## src/rtl/pid_pkg.sv

```systemverilog
// Shared widths and helpers for the PID controller datapath.
// The derived widths describe the default configuration; modules recompute them from their own parameters.
package pid_pkg;

  localparam int DEF_DATA_W = 8;
  localparam int DEF_GAIN_W = 8;
  localparam int DEF_FRAC_W = 4;
  localparam int DEF_ACC_W  = 24;

  localparam int ERR_W  = DEF_DATA_W + 1;
  localparam int DERR_W = DEF_DATA_W + 2;
  localparam int PROD_W = DEF_GAIN_W + DEF_DATA_W + 3;
  localparam int SUM_W  = DEF_ACC_W + 2;

  // Clip a signed value to a signed range of the given width.
  // The symmetric form excludes the most negative code.
  function automatic logic signed [63:0] sat_signed(input logic signed [63:0] value,
                                                     input int width,
                                                     input logic symmetric);
    logic signed [63:0] max_v;
    logic signed [63:0] min_v;
    max_v = (64'sd1 <<< (width - 1)) - 64'sd1;
    min_v = symmetric ? -max_v : -max_v - 64'sd1;
    if (value > max_v) return max_v;
    if (value < min_v) return min_v;
    return value;
  endfunction

endpackage

```

## src/rtl/pid_sat.sv

```systemverilog
// Signed saturator IN_W -> OUT_W with clip flags; SYM selects a symmetric range.
module pid_sat
  import pid_pkg::*;
#(
  parameter int IN_W  = 26,
  parameter int OUT_W = 8,
  parameter bit SYM   = 1'b0
) (
  input  logic signed [IN_W-1:0]  din,
  output logic signed [OUT_W-1:0] dout,
  output logic                    hi,
  output logic                    lo
);

  logic signed [63:0] wide;
  logic signed [63:0] clip;

  always_comb begin
    wide = 64'(din);
    clip = sat_signed(wide, OUT_W, SYM);
    dout = clip[OUT_W-1:0];
    hi   = (clip != wide) && !wide[63];
    lo   = (clip != wide) && wide[63];
  end

endmodule

```

## src/rtl/pid_ctrl_pipe.sv

```systemverilog
// Three-stage fixed-point PID controller: error/derivative, gain products + integrator, sum/scale/saturate.
module pid_ctrl_pipe
  import pid_pkg::*;
#(
  parameter int DATA_W = DEF_DATA_W,
  parameter int GAIN_W = DEF_GAIN_W,
  parameter int FRAC_W = DEF_FRAC_W,
  parameter int ACC_W  = DEF_ACC_W
) (
  input  logic                     clk,
  input  logic                     rst_n,
  input  logic                     clear,
  input  logic                     in_valid,
  input  logic signed [DATA_W-1:0] setpoint,
  input  logic signed [DATA_W-1:0] feedback,
  input  logic        [GAIN_W-1:0] kp,
  input  logic        [GAIN_W-1:0] ki,
  input  logic        [GAIN_W-1:0] kd,
  output logic                     out_valid,
  output logic signed [DATA_W-1:0] control,
  output logic                     sat_hi,
  output logic                     sat_lo
);

  localparam int ERR_BITS  = DATA_W + 1;
  localparam int DERR_BITS = DATA_W + 2;
  localparam int PROD_BITS = GAIN_W + DATA_W + 3;
  localparam int SUM_BITS  = ACC_W + 2;

  function automatic logic signed [SUM_BITS-1:0] shr_floor(input logic signed [SUM_BITS-1:0] v);
    return v >>> FRAC_W;
  endfunction

  logic signed [ERR_BITS-1:0]  err_c, prev_err, err_p0;
  logic signed [DERR_BITS-1:0] derr_c, derr_p0;
  logic        [GAIN_W-1:0]    kp_p0, ki_p0, kd_p0;
  logic                        first, vld_p0, vld_p1;
  logic signed [PROD_BITS-1:0] p_c, i_c, d_c, p_p1, d_p1;
  logic signed [ACC_W-1:0]     integ, integ_sat, integ_nxt;
  logic signed [ACC_W:0]       integ_sum;
  logic                        integ_hi, integ_lo, hold;
  logic signed [SUM_BITS-1:0]  sum_c, scaled_c;
  logic signed [DATA_W-1:0]    ctl_c;
  logic                        ctl_hi, ctl_lo;

  // Stage 0: error and first difference
  assign err_c  = ERR_BITS'(setpoint) - ERR_BITS'(feedback);
  assign derr_c = DERR_BITS'(err_c) - DERR_BITS'(prev_err);

  always_ff @(posedge clk or negedge rst_n) begin
    if (!rst_n) begin
      vld_p0   <= 1'b0;
      first    <= 1'b1;
      prev_err <= '0;
    end else if (clear) begin
      vld_p0   <= 1'b0;
      first    <= 1'b1;
      prev_err <= '0;
    end else begin
      vld_p0 <= in_valid;
      if (in_valid) begin
        prev_err <= err_c;
        first    <= 1'b0;
      end
    end
  end

  always_ff @(posedge clk) begin
    if (in_valid) begin
      err_p0  <= err_c;
      derr_p0 <= first ? '0 : derr_c;
      kp_p0   <= kp;
      ki_p0   <= ki;
      kd_p0   <= kd;
    end
  end

  // Stage 1: gain products and clamped integrator
  assign p_c = PROD_BITS'($signed({1'b0, kp_p0})) * PROD_BITS'(err_p0);
  assign i_c = PROD_BITS'($signed({1'b0, ki_p0})) * PROD_BITS'(err_p0);
  assign d_c = PROD_BITS'($signed({1'b0, kd_p0})) * PROD_BITS'(derr_p0);

  assign integ_sum = (ACC_W + 1)'(integ) + (ACC_W + 1)'(i_c);
  assign integ_nxt = (integ_hi || integ_lo) ? integ_sat : integ_sum[ACC_W-1:0];
  // Freeze the integrator while the last output is pinned and the error would push it further.
  assign hold = (sat_hi && (err_p0 > 0)) || (sat_lo && (err_p0 < 0));

  pid_sat #(.IN_W(ACC_W + 1), .OUT_W(ACC_W), .SYM(1'b1)) u_integ_sat (
    .din (integ_sum),
    .dout(integ_sat),
    .hi  (integ_hi),
    .lo  (integ_lo)
  );

  always_ff @(posedge clk or negedge rst_n) begin
    if (!rst_n) begin
      vld_p1 <= 1'b0;
      integ  <= '0;
    end else if (clear) begin
      vld_p1 <= 1'b0;
      integ  <= '0;
    end else begin
      vld_p1 <= vld_p0;
      if (vld_p0 && !hold) integ <= integ_nxt;
    end
  end

  always_ff @(posedge clk) begin
    if (vld_p0) begin
      p_p1 <= p_c;
      d_p1 <= d_c;
    end
  end

  // Stage 2: sum, floor scale, output saturation
  assign sum_c    = SUM_BITS'(p_p1) + SUM_BITS'(integ) + SUM_BITS'(d_p1);
  assign scaled_c = shr_floor(sum_c);

  pid_sat #(.IN_W(SUM_BITS), .OUT_W(DATA_W), .SYM(1'b0)) u_out_sat (
    .din (scaled_c),
    .dout(ctl_c),
    .hi  (ctl_hi),
    .lo  (ctl_lo)
  );

  always_ff @(posedge clk or negedge rst_n) begin
    if (!rst_n) begin
      out_valid <= 1'b0;
      control   <= '0;
      sat_hi    <= 1'b0;
      sat_lo    <= 1'b0;
    end else if (clear) begin
      out_valid <= 1'b0;
      sat_hi    <= 1'b0;
      sat_lo    <= 1'b0;
    end else begin
      out_valid <= vld_p1;
      if (vld_p1) begin
        control <= ctl_c;
        sat_hi  <= ctl_hi;
        sat_lo  <= ctl_lo;
      end
    end
  end

endmodule

```

## config.mk

```make
export PLATFORM = sky130hd
export DESIGN_NAME = pid_ctrl_pipe
export DESIGN_NICKNAME = d
export VERILOG_FILES = /design/src/rtl/pid_pkg.sv /design/src/rtl/pid_sat.sv /design/src/rtl/pid_ctrl_pipe.sv
export SDC_FILE = /design/constraint.sdc
export NUM_CORES = 1
export LEC_CHECK = 0
export CORE_ASPECT_RATIO = 0.8
export CORE_MARGIN = 10
export CORE_UTILIZATION = 35
export CTS_CLUSTER_SIZE = 12
export DETAILED_ROUTE_END_ITERATION = 16
export MAX_ROUTING_LAYER = met4
export SETUP_SLACK_MARGIN = 0.02
export SLEW_MARGIN = 10
export SYNTH_ARGS = -nofsm -noshare
export SYNTH_HDL_FRONTEND = slang
export SYNTH_SLANG_ARGS = --single-unit
export TNS_END_PERCENT = 10
```

## constraint.sdc

```tcl
create_clock -name clk -period 8.15 [get_ports clk]
set_input_delay 1.63 -clock clk [delete_from_list [all_inputs] [get_ports clk]]
set_output_delay 1.63 -clock clk [all_outputs]
set_load 0.05 [all_outputs]
```

## Word-level counts from Yosys, hierarchy flattened

Cells that the tools add are included.

- Register bits after elaboration: 127
- Input bits: 44
- Output and inout bits: 11
- Word-level logic and storage cells: 77

- Add/subtract/negate cells: 5
- $mul: 3
- Magnitude comparators: 6
- Equality and inequality tests: 2
- Muxes and demuxes: 28
- Bitwise operators: 1
- Reductions and logical operators: 16

Operators by type and width:

| cell | number |
|---|---|
| 2-to-1 mux 64 bit | 8 |
| 2-to-1 mux 24 bit | 3 |
| != test 64 x 22 -> 1 bit | 1 |
| != test 64 x 25 -> 1 bit | 1 |
| multiplier 9 x 9 -> 18 bit | 2 |
| adder 25 x 19 -> 26 bit | 1 |
| adder 18 x 24 -> 25 bit | 1 |
| adder 24 x 18 -> 25 bit | 1 |
| greater-than comparator 25 x 24 -> 1 bit (second input constant) | 1 |
| < comparator 25 x 24 -> 1 bit (second input constant) | 1 |
| greater-than comparator 22 x 8 -> 1 bit (second input constant) | 1 |
| < comparator 22 x 8 -> 1 bit (second input constant) | 1 |
| multiplier 9 x 10 -> 19 bit | 1 |
| 2-to-1 mux 9 bit | 2 |
| 2-to-1 mux 1 bit | 15 |
| subtractor 9 x 9 -> 10 bit | 1 |
| greater-than comparator 9 x 1 -> 1 bit (second input constant) | 1 |
| < comparator 9 x 1 -> 1 bit (second input constant) | 1 |
| subtractor 8 x 8 -> 9 bit | 1 |
| logical AND 1 bit | 7 |
| nonzero test 2 bit | 3 |
| logical NOT 1 bit | 3 |
| logical OR 1 bit | 2 |
| AND reduction 2 bit | 1 |
| inverter 1 bit | 1 |

## Longest topological paths before layout

- Depth after elaboration: 13
- Depth in mapped cells: 25
- Gate-level depth less buffers: 22

## Modules after synthesis

A second synthesis with hierarchy kept.

- Cells, all modules: 1746
- Area, all modules: 16539.6 um2

By module, submodules not included:

| module | instances | cells each | area each (um2) | seq. area each (um2) |
|---|---|---|---|---|
| pid_ctrl_pipe | 1 | 1637 | 15955.3 | 3579.7 |
| pid_sat at u_integ_sat | 1 | 68 | 354.1 | 0.0 |
| pid_sat at u_out_sat | 1 | 41 | 230.2 | 0.0 |

## Least setup slack after synthesis

OpenSTA, ideal clock, no wires.

- Path type: register -> register
- Start: reg err_p0[8]
- End: reg integ[18]
- Library setup time: 66 ps
- Data arrival time: 6241 ps
- Required time: 8084 ps
- Path slack: 1843 ps
- Stages on the path, launching flop included: 22
- Buffers on the path: 2
- Clock period less this slack: 6307 ps
- Path through: edfxtp_1 clkinv_1 nor2_1 fa_1 fa_1 fa_1 fa_1 inv_1 fa_1 inv_1 ha_1 clkbuf_1 nand4_1 a2111oi_2 o21ai_1 a31oi_1 or4_1 nand3_2 nor3_2 buf_4 a221oi_1 nand2_1

- Word-level cells in the longest chain between the ends: 13
- Elaborated cells between the ends (all ways): 26
- Classes of those cells: 1 x add/sub; 1 x mul; 4 x order compare; 1 x eq/ne; 9 x mux; 10 x reduce/logical

RTL lines:

| item | line | RTL |
|---|---|---|
| from (decl) | pid_ctrl_pipe.sv:34 | `logic signed [ERR_BITS-1:0] err_c, prev_err, err_p0;` |
| from (signal assigned) | pid_ctrl_pipe.sv:70 | `err_p0 <= err_c;` |
| multiplier 9 x 9 -> 18 bit | pid_ctrl_pipe.sv:80 | `assign i_c = PROD_BITS'($signed({1'b0, ki_p0})) * PROD_BITS'(err_p0);` |
| adder 24 x 18 -> 25 bit | pid_ctrl_pipe.sv:83 | `assign integ_sum = (ACC_W + 1)'(integ) + (ACC_W + 1)'(i_c);` |
| < comparator 25 x 24 -> 1 bit | pid_pkg.sv:25 | `if (value < min_v) return min_v;` |
| 2-to-1 mux 1 bit (2 in a row) | pid_pkg.sv:25 |  |
| 2-to-1 mux 64 bit | pid_pkg.sv:26 | `return value;` |
| 2-to-1 mux 64 bit | pid_pkg.sv:25 |  |
| != test 64 x 25 -> 1 bit | pid_sat.sv:22, pid_sat.sv:23 |  |
| logical AND 1 bit (on tied branches) | pid_sat.sv:22, pid_sat.sv:23 |  |
| logical OR 1 bit | pid_ctrl_pipe.sv:84 | `assign integ_nxt = (integ_hi \|\| integ_lo) ? integ_sat : integ_sum[ACC_W-1:0];` |
| 2-to-1 mux 24 bit | pid_ctrl_pipe.sv:84 |  |
| 2-to-1 mux 24 bit | pid_ctrl_pipe.sv:104 | `if (vld_p0 && !hold) integ <= integ_nxt;` |
| 2-to-1 mux 24 bit | pid_ctrl_pipe.sv:99 | `end else if (clear) begin` |
| to (signal assigned) | pid_ctrl_pipe.sv:104 |  |
| to (decl) | pid_ctrl_pipe.sv:39 | `logic signed [ACC_W-1:0] integ, integ_sat, integ_nxt;` |

Several ways; a longest one is shown, not always the timed one. The select of a mux whose other input is x is not followed.
A chain may end at the register's enable or synchronous reset.

## Final worst setup path

- Start: reg err_p0[2]
- End: reg integ[8]

The elaborated chain is that of the path after synthesis.

==> results list <==
* Leading cell types by count after synthesis: 287 x inv_1, 207 x ha_1, 192 x fa_1, 158 x nand2_1, 120 x and2_1
* Dominant delay contributor by cell family on the critical path: adder cells
- Clock tree synthesis selected as its root buffer the cell clkbuf_16.
* Summed instance area of the synthesized netlist: 16300 sq um
- Final Hold Fails: 0
- Source of the worst hold timing path: control[6]
- Clock skew: 16.0 ps
- The most critical setup path has its startpoint at err_p0[2].
- Number of register bits inferred by synthesis: 127
* Syn Inst Count: around 1700
* Sum of negative setup slack: 0 ps
* Minimum clock period: slightly below 7000 ps
- Placer congestion estimate: 0.888
* Global-route wire length before repair: 63.7 mm
* Max cap viols: 0
- Biggest area consumer among synthesized cells: fa_1
* Final slew viol count: 0
- Together, buffers and inverters on the worst path number 5.
- Reg clk slew, reported paths: 60 ps
* Net count after synthesis: 2125
* Worst-path cell chain: nand2_1 > fa_1 > inv_1 > fa_1 > inv_1 > fa_1 > inv_1 > fa_1 > inv_1 > fa_1 > inv_1 > ha_1 > nand2_1 > a211o_1 > a2111oi_2 > o21ai_1 > a31oi_1 > or4_1 > nand3_2 > nor2_2 > a221o_1 > a21o_1
* Slew at the pin with the worst max-slew slack: 819 ps
* Final Worst Setup Slack: 1280 ps
- Max Clk Rate: 146 MHz
- After detailed placement, the total cell area comes to between 15000 and 20000 sq um.
* Number of remaining DRC errors: 0
- CTS tree: built
- Count of hold buffers inserted by post-cts repair: 0
- The tightest hold path in the finished design has a slack of 513 ps.
- Once detailed placement completed, the half-perimeter wirelength came to 31.8 mm.
- The worst setup path is launched from a register.
- First-pass iteration count of the detailed router: 7
- Run status: complete, no violations
* Largest fanout on the critical path: 18
- After filler insertion, the fill cell instance count of the layout stands at 4522.
- WL per Instance: 16.3 um
- Number of CTS-inserted buffers: 17
* Count of cell types in the netlist: 81
- Most used flip-flop cell after synthesis: edfxtp_1
* Boundary Pins: 55
* Setup repair after global routing missed its margin: false
* WS Path Type: register to register
- After clock tree synthesis, the setup repair step added 0 buffers.
* Total core area: between 40000 and 50000 sq um
* Total routing resource utilization after global routing: approximately 15%
* Most frequent cell after synthesis: inv_1
- The path class of the tightest hold or removal check is register to register.
- The synthesized design contains 80 enable-type register cells.
- Initial DRC count: 606
* Data required time of the worst path: 8520 ps
* Remaining global-route overflow: 0
- For this run, the slowest stage of the critical path takes 690 ps.
- Headroom to the max-slew limit came out at 45.3%.
* Vias post-DR: 11569
* Die Wd: 261 um
- Share of the cycle needed by the critical path after routing: ~84%
- Number of vias per cell: roughly 4.9
* Top area cells in the synthesized netlist: fa_1 24%, ha_1 16%, edfxtp_1 15%
* Antenna diode instance count: 0
- Flip-flop and latch area: around 3600 sq um
- Die Footprint: 55600 sq um
* Area of the multi-input gates: 11400 sq um
- Post-Route WL: 38.3 mm
* Fraction of final layout cells with drive strength greater than 1: under 10%
- On the critical path, the stage with the largest delay is an instance of nor2_2.
* Top cell type's share of synthesized area: 23.6%
* Final layout net count: 2164
* Arrival time worst endpoint: 7240 ps
- Initial cell density of the core: 35.5%
- From synthesis to final layout, the design area changed by 10.8%.
- Largest net degree at the start of global routing: 52
* Level count of the clock H-tree: 4
- The clock reaches the later pin of the worst-skew pair after 440 ps.
- For this run, the number of Yosys warnings is 0.
- The number of antenna violations at the first check in global routing was 0.
* # setup viols final: 0
- The number of global-route vias before repair came to between 10000 and 15000.
- Start of the worst register-to-register path: err_p0[2]
* Sequential-to-total area share from yosys stat: between 20% and 30%
- Antenna violation net count after detailed routing: 0
- OpenSTA, run right after detailed placement, puts the worst setup slack at 1320 ps.
- The tree built by TritonCTS fans out to approximately 130 sinks.
- Post-Synthesis Mean Instance Area: 9.68 sq um
* Cts repair resizes: 0
* Synth async-reset ratio: 37.0%
* Nature of the critical path endpoint: register
- Buffer levels on the longest clock path: 2
- The die is about 210 um tall.
- PortBufs: 54
- After floorplanning, the core was divided into 70 placement rows.
- Final instance area: 18000 sq um
[area by class of cell]
cell class              count  area share (%)
flip-flops and latches    127            19.8
clock inverters            10           0.597
repair buffers             62            3.27
multi-input cells        1225            63.4
well taps                 612            4.24
clock buffers              22            2.69
inverters                 288            5.99
[flip-flops by register name (all words and copies together), names as in the netlist, 8 cells and up]
signal,flops
control,8
p_p1,18
kp_p0,8
ki_p0,8
integ,24
kd_p0,8
prev_err,9
derr_p0,10
d_p1,19
err_p0,9
[cells in the final DEF (no fill, tap or decap), drive strengths merged, types with 10 or more instances in the layout]
| cell | Yosys | routed |
|---|---|---|
| inv | 287 | 290 |
| ha | 207 | 207 |
| fa | 192 | 192 |
| nand2 | 159 | 159 |
| and2 | 120 | 120 |
| edfxtp | 80 | 80 |
| nor2 | 79 | 79 |
| a21oi | 77 | 77 |
| o21ai | 56 | 56 |
| xnor2 | 55 | 55 |
| clkdlybuf4s50 | 0 | 52 |
| dfrtp | 46 | 46 |
| nor3 | 24 | 24 |
| nand2b | 23 | 23 |
| nand3 | 23 | 23 |
| clkbuf | 34 | 22 |
| a21o | 19 | 19 |
| o21bai | 16 | 16 |
| a221oi | 16 | 16 |
| xor2 | 15 | 15 |
| nor2b | 13 | 13 |
| a211oi | 11 | 11 |
| a31oi | 11 | 11 |
| buf | 8 | 10 |
[final timing paths]
check,endpoint,slack [ps],cells past startpoint
worst max register to register,integ[8],1280,22
worst min-delay path,control[6],510,1
min in group asynchronous,prev_err[4],1290,2
max in group asynchronous,control[7],6360,2
worst max-delay path,integ[8],1280,22
worst min register to register,control[6],510,1
[cells by family (layout without fill, tap and decap cells)]
group                    count (synthesis)  after routing  synth area share, %
AO/OA/AOI/OAI                          264            264                 11.2
XOR/XNOR                                70             70                 3.77
adder cells (fa/ha/maj)                399            399                 39.5
buffers and inverters                  330            382                 7.85
flip-flops                             127            127                 22.0
multiplexers                            10             10                0.622
AND/OR/NAND/NOR                        482            482                 15.1
[routing by layer]
layer	GRT usage, %	up-vias	wire (um)
met1	20.6	5677	19400
li1	-	5652	-
met2	22.0	214	16900
met3	2.68	26	1580
met5	-	-	0
met4	3.22	0	423
[per-stage QoR]
stage                     std cells  utilization, %
after floorplan                1682               -
after global placement         2314            38.1
after detailed placement       2314            38.1
after CTS                      2346            39.4
after global routing           2346            39.4
final                          2346            39.4
Power is left out: the tool's default activity adds up to more than one toggle a clock period on the data nets, which glitch-free logic cannot reach.
